<file path="src/rtl/regfile_pkg.sv">
// regfile_pkg: shared clear-FSM state enum, default widths and the zero-register index for regfile_mp
package regfile_pkg;
  typedef enum logic {RF_IDLE, RF_CLEAR} rf_state_t;
  localparam int RF_ADDR_WIDTH = 5;
  localparam int RF_D_WIDTH = 32;
  localparam int ZERO_REG = 0;
endpackage

</file>
<file path="src/rtl/regfile_rdport.sv">
// regfile_rdport: one registered read port (clk, rst_n, clr, addr, arr_data, we/wa/wd x2 -> rd_data), zero-reg masked, same-cycle write bypass under REGFILE_BYPASS_EN
module regfile_rdport
  import regfile_pkg::*;
#(
  parameter int ADDR_WIDTH = RF_ADDR_WIDTH,
  parameter int D_WIDTH = RF_D_WIDTH
) (
  input  logic                  clk,
  input  logic                  rst_n,
  input  logic                  clr,
  input  logic [ADDR_WIDTH-1:0] addr,
  input  logic [D_WIDTH-1:0]    arr_data,
  input  logic                  we0,
  input  logic                  we1,
  input  logic [ADDR_WIDTH-1:0] wa0,
  input  logic [ADDR_WIDTH-1:0] wa1,
  input  logic [D_WIDTH-1:0]    wd0,
  input  logic [D_WIDTH-1:0]    wd1,
  output logic [D_WIDTH-1:0]    rd_data
);
  logic [D_WIDTH-1:0] fwd;
`ifdef REGFILE_BYPASS_EN
  always_comb fwd = (we1 && wa1 == addr) ? wd1 : (we0 && wa0 == addr) ? wd0 : arr_data;
`else
  logic unused_byp;
  assign unused_byp = ^{we0, we1, wa0, wa1, wd0, wd1};
  always_comb fwd = arr_data;
`endif
  always_ff @(posedge clk)
    rd_data <= (!rst_n || clr || addr == ADDR_WIDTH'(ZERO_REG)) ? '0 : fwd;
endmodule

</file>
<file path="src/rtl/regfile_mp.sv">
// regfile_mp: multi-port register file (clk, rst_n, clear_req, busy, rd_addr/rd_data x NUM_RD, we/wa/wd x2) with hw clear sequencer, optional bypass via REGFILE_BYPASS_EN
module regfile_mp
  import regfile_pkg::*;
#(
  parameter int ADDR_WIDTH = RF_ADDR_WIDTH,
  parameter int D_WIDTH = RF_D_WIDTH,
  parameter int NUM_RD = 2
) (
  input  logic                         clk,
  input  logic                         rst_n,
  input  logic                         clear_req,
  output logic                         busy,
  input  logic [NUM_RD*ADDR_WIDTH-1:0] rd_addr,
  output logic [NUM_RD*D_WIDTH-1:0]    rd_data,
  input  logic                         we0,
  input  logic                         we1,
  input  logic [ADDR_WIDTH-1:0]        wa0,
  input  logic [ADDR_WIDTH-1:0]        wa1,
  input  logic [D_WIDTH-1:0]           wd0,
  input  logic [D_WIDTH-1:0]           wd1
);
  localparam int DEPTH = 1 << ADDR_WIDTH;
  rf_state_t state, state_n;
  logic [ADDR_WIDTH-1:0] clr_idx, clr_idx_n;
  logic [D_WIDTH-1:0] mem [DEPTH];
  assign busy = state == RF_CLEAR;
  always_comb begin
    state_n = state;
    clr_idx_n = clr_idx;
    if (state == RF_CLEAR) begin
      state_n = &clr_idx ? RF_IDLE : RF_CLEAR;
      clr_idx_n = &clr_idx ? clr_idx : clr_idx + 1'b1;
    end else if (clear_req) begin
      state_n = RF_CLEAR;
      clr_idx_n = '0;
    end
  end
  always_ff @(posedge clk) begin
    if (!rst_n) begin
      state <= RF_CLEAR;
      clr_idx <= '0;
    end else begin
      state <= state_n;
      clr_idx <= clr_idx_n;
    end
  end
  always_ff @(posedge clk) begin
    if (state == RF_CLEAR) mem[clr_idx] <= '0;
    else if (rst_n) begin
      if (we0 && wa0 != ADDR_WIDTH'(ZERO_REG)) mem[wa0] <= wd0;
      if (we1 && wa1 != ADDR_WIDTH'(ZERO_REG)) mem[wa1] <= wd1;
    end
  end
  for (genvar k = 0; k < NUM_RD; k++) begin : g_rd
    regfile_rdport #(.ADDR_WIDTH(ADDR_WIDTH), .D_WIDTH(D_WIDTH)) u_rd (
      .clk(clk),
      .rst_n(rst_n),
      .clr(busy),
      .addr(rd_addr[k*ADDR_WIDTH +: ADDR_WIDTH]),
      .arr_data(mem[rd_addr[k*ADDR_WIDTH +: ADDR_WIDTH]]),
      .we0(we0),
      .we1(we1),
      .wa0(wa0),
      .wa1(wa1),
      .wd0(wd0),
      .wd1(wd1),
      .rd_data(rd_data[k*D_WIDTH +: D_WIDTH])
    );
  end
endmodule
</file>
<file path="config.mk">
export PLATFORM = sky130hd
export DESIGN_NAME = regfile_mp
export DESIGN_NICKNAME = d
export VERILOG_FILES = /design/src/rtl/regfile_pkg.sv /design/src/rtl/regfile_rdport.sv /design/src/rtl/regfile_mp.sv
export SDC_FILE = /design/constraint.sdc
export NUM_CORES = 2
export LEC_CHECK = 0
export BUFFER_PORTS_ARGS = -buffer_cell sky130_fd_sc_hd__buf_2
export CORE_MARGIN = 3
export CORE_UTILIZATION = 57
export DETAILED_ROUTE_END_ITERATION = 8
export GPL_TIMING_DRIVEN = 0
export PLACE_DENSITY_LB_ADDON = 0.3
export REMOVE_ABC_BUFFERS = 1
export SLEW_MARGIN = 15
export SYNTH_ARGS = -nofsm -noshare
export SYNTH_HDL_FRONTEND = slang
export SYNTH_SLANG_ARGS = --single-unit
</file>
<file path="constraint.sdc">
create_clock -name clk -period 4.9 [get_ports clk]
set_clock_uncertainty 0.1 [all_clocks]
set_input_delay 0.98 -clock clk [delete_from_list [all_inputs] [get_ports clk]]
set_output_delay 0.98 -clock clk [all_outputs]
set_load 0.05 [all_outputs]
</file>
**Word-level counts from Yosys, hierarchy flattened**

Memories as Yosys holds them, arrays and structs flattened. A register that Yosys moved wholly into a read port is not among the register bits.
Index checks and enable logic that the tools add are counted.

- Add/subtract/negate cells: 1
- Equal/unequal tests: 1
- Mux-type cells: 19
- Reduce and logical (&&, ||, !) cells: 14

Operators by type and width:

| kind | count |
|---|---|
| $mux W32 | 1 |
| $reduce_or A32 Y1 | 1 |
| $mux W5 | 4 |
| $mux W1 | 14 |
| $logic_not A5 Y1 | 2 |
| $reduce_bool A5 Y1 | 2 |
| $add A5 B1 Y5 const B | 1 |
| $reduce_and A5 Y1 | 1 |
| $logic_or A1 B1 Y1 | 3 |
| $logic_and A1 B1 Y1 | 2 |
| $ne A2 B2 Y1 const B | 1 |
| $reduce_and A2 Y1 | 1 |
| $reduce_bool A2 Y1 | 1 |
| $logic_not A1 Y1 | 1 |

- Bits in registers: 6
- Memory bits (writable): 1,024
- Input port bits: 89
- Logic and storage cells: 38
- Memories kept: 1

Memory list:

| memory | words | width | rd ports | clocked after memory_dff | write ports | line | source |
|---|---|---|---|---|---|---|---|
| mem | 32 | 32 | 2 | 2 | 2 | regfile_mp.sv:25 | `logic [D_WIDTH-1:0] mem [DEPTH];` |

**Depth between registers and ports, before layout**

- Word-level depth: 8
- Depth in mapped cells: 8

**By module**

A second synthesis with hierarchy kept.

- Cell total of the unflattened synthesis: 5,621
- Area total of the unflattened synthesis: 63,150.6 µm²

Modules (own cells, without submodules):

| module | times used | cells each | area an instance (µm²) |
|---|---|---|---|
| regfile_mp | 1 | 5,401 | 60,860.9 |
| regfile_rdport | 2 | 110 | 1,144.8 |

**Worst setup path after synthesis**

No wires, ideal clock.

- Path kind: input-to-reg
- Start: in rst_n
- End: mem mem[23][0] (netlist name), enable pin
- Setup time: 0.470 ns
- Arrival: 4.432 ns
- Data required time: 4.330 ns
- Setup slack: -0.102 ns
- Cell stages on the path: 7
- Cells stage by stage: buf_4 -> clkbuf_1 -> and4b_1 -> a221oi_1 -> a21o_1 -> buf_2 -> o31ai_1

RTL lines:

| item | line | source |
|---|---|---|
| start: declaration | regfile_mp.sv:10 | `input logic rst_n,` |
| end: declaration | regfile_mp.sv:25 |  |

==> results.md <==
- CP required: between 5 and 6 ns
- Vias in the first global route: around 47k
- CTS clk-pin slew, worst paths: roughly 0.06 ns
- DR iter-0 viols: about 8.9k
- HPWL after DPL: 155,000 um
- Synthesized instance count: between 5k and 6k
- Max-cap violations: 0
- Total power: a little over 20 mW
- Fmax: around 0.25 GHz
- CP Capture Point: mem[11][15]$_DFFE_PP_
- Hold Vio Cnt, Final: 0
- Worst vdd ir: around 0.32 mV
- Max-slew violations: 0
- Ys Warns: 0
- CTS Sinks: 1,094
- # setup viols final: 0
- Clk buf depth: 3
- Gr ovfl total: 0
- CTS tree: built
- Worst r2r src: busy$_SDFF_PN1_
- CP startpoint: busy$_SDFF_PN1_
- Detail Route Antenna Nets: 0
- Post-CTS Resized: 0
- Hold-fix buffers, CTS: 0
- Total wire length: between 200,000 and 250,000 um
- Max transition margin: 0.166
- Largest net degree at the start of global routing: 77
- Path category of the worst min-delay check: register to register
- Critical path type: register to register
- Postcts setup bufs: 0
- RR Endpoint: mem[11][15]$_DFFE_PP_
- Port buffer count: between 150 and 200
- Vias: 48.6k
- Synthesized area per cell: between 10 and 15 um2
- Area contributors post-synth: edfxtp_1 50%, mux2i_1 12%, mux2_2 9.8%
- Post-synthesis cell area: between 60,000 and 70,000 um2
- WL/cell: 35.3 um
- RSZ-0062 raised after global routing: false
- First-pass GRT wire length: around 330,000 um
- Vias per inst: 7.37
- Starting Density: 0.577
- Synth top area share: 0.496
- Measured slew at the worst slew-check pin: between 1 and 1.5 ns
- Layout fillers: around 7.6k
- DRC: 0
- Largest family of logic cells by synthesized area: multiplexers
- R2R depth: 5
- Share of cells above drive strength 1: 0.273
- XOR/XNOR Fraction of Synth Area: 0
- Post-synth top area cell: edfxtp_1
- Worst setup EP type: register
- Synth Area in Adders: 0.000404
- Register area: between 30,000 and 40,000 um2
- Final Non-Filler Cells: between 6k and 7k
- Seq/Total Area, Yosys: 0.519
- Pleak: approximately 28 nW
- Pwr dens: 290 nW/um2
- Fin crit share: 0.828
- Utilization after layout: 0.661
- Top FF cell, synth: edfxtp_1
- Critical path arrival: between 4 and 5 ns
- DRT Pass-1 Iters: 8
- Synth cell types: 59
- Period minus WS final: between 4 and 5 ns
- Initial antenna violation count: 8
- GRT Overall Usage: 0.406
- Status: complete, no violations
- Post-synthesis mux area share: 0.269
- Row cnt: 120
- Flops & latches, synth: 1,094
- Fraction of registers with async set/reset: 0
- Skew-Pair Late Insertion Delay: around 0.73 ns
- Placed Cells: approximately 6.4k
- Synth Area in Compound Gates: 0.0938
- Die Wd: 336 um
- Layout Nets: roughly 5.2k
- R2R setup slack: about 0.84 ns
- EDFF count, synth: around 1.0k
- CP Max Fanout: 20
- Boundary Pins: 154
- Clock root cell: clkbuf_16
- Multi-input logic area: approximately 28,000 um2
- GPL Wtd Cong: about 0.83
- Die area: 113,000 um2
- H-tree level count: 3
- Post-Synth Simple-Gate Area: 0.0718
- Chip Height: between 300 and 400 um
- Area delta synth->final: 14.6%
- Num CTS Buffers: 117
- Core ar.: around 110,000 um2
- CP startpoint kind: register
worst min path at each step:
stage               slack [ns]                    start                       to  depth (start not counted)
floorplan                 0.43  clr_idx[0]$_SDFFE_PN0P_  clr_idx[0]$_SDFFE_PN0P_                          2
global placement          0.49  clr_idx[0]$_SDFFE_PN0P_  clr_idx[0]$_SDFFE_PN0P_                          2
detailed placement        0.49  clr_idx[0]$_SDFFE_PN0P_  clr_idx[0]$_SDFFE_PN0P_                          2
CTS                       0.49                    rst_n          busy$_SDFF_PN1_                          2
global route              0.53  clr_idx[0]$_SDFFE_PN0P_  clr_idx[0]$_SDFFE_PN0P_                          2
finish                    0.50  clr_idx[0]$_SDFFE_PN0P_  clr_idx[0]$_SDFFE_PN0P_                          2
where the power goes:
part | total [mW] | internal [mW] | switching [mW]
clock network | 8.68 | 4.82 | 3.86
logic | 1.72 | 0.683 | 1.04
registers | 10.2 | 10.2 | 0.0397
total | 20.6 | 15.7 | 4.94
cell families (layout without fill, tap and decap cells):
logic type,Yosys count,after routing
AO/OA/AOI/OAI,952,952
adder cells (fa/ha/maj),2,2
buffers and inverters,607,707
flip-flops,1094,1094
multiplexers,1440,1440
other,0,7
AND/OR/NAND/NOR,983,983
stage by stage:
stage	area, um2	TNS (ns)	setup WS (ns)	hold WS, ns
after global routing	71100	0	0.786	0.529
final	71100	0	0.841	0.500
after CTS	71100	0	1.20	0.492
after floorplan	59300	-675.71	-1.92	0.427
after detailed placement	67400	0	0.647	0.493
after global placement	61800	-	-14.69	0.485
placed cells by master (no fill, tap or decap), types with 39 or more instances in the layout:
cell	instances
mux4_2	128
mux2_2	541
edfxtp_1	1024
buf_4	87
nand2_1	618
dfxtp_1	70
buf_2	165
mux2i_1	768
o21ai_0	499
nand4_1	65
a22oi_1	386
buf_12	39
clkbuf_16	121
nand3_1	194
buf_16	90
registers in the layout (all words and copies together), names as in the netlist:
signal and flops:
mem 1024, g_rd.u_rd.rd_data 64, clr_idx 5, busy 1
metal layers:
layer  up-vias  track usage  share of wire  wire [um]
met2      4675        0.571           0.41      95100
li1      19400            -              -          -
met1     23300        0.530           0.34      79400
met4         8        0.234          0.073      17000
met3      1197        0.167           0.18      40700
met5         -      0.00979        0.00094        219
synthesized netlist by cell type (12+ instances only):
cell type and instances:
buf_1 13, nand3_1 194, nor2_1 15, a22oi_1 386, o21ai_1 19, clkbuf_1 268, o21ai_0 513, inv_2 29
buf_2 198, mux4_2 128, nand2_1 628, inv_1 14, nor2b_1 12, mux2_2 541, mux2i_1 768, dfxtp_1 70
edfxtp_1 1024, nand4_1 65, buf_4 76
area by class of cell:
cell class / count / share of cell area
inverter: 43 / 0.00227
antenna: 7 / 0.000246
sequential: 1094 / 0.452
multi-input combinational: 3377 / 0.390
clock inverter: 67 / 0.00630
tap: 1403 / 0.0247
clock buffer: 151 / 0.0453
timing repair buffer: 446 / 0.0787
critical path: stages (launching register included):
cell and delay, ns:
dfxtp_1 0.73, and4b_1 0.29, a221oi_1 0.56, o211ai_1 0.58, o21ai_4 1.10, buf_12 0.30
(Power assumes the default switching activity.)
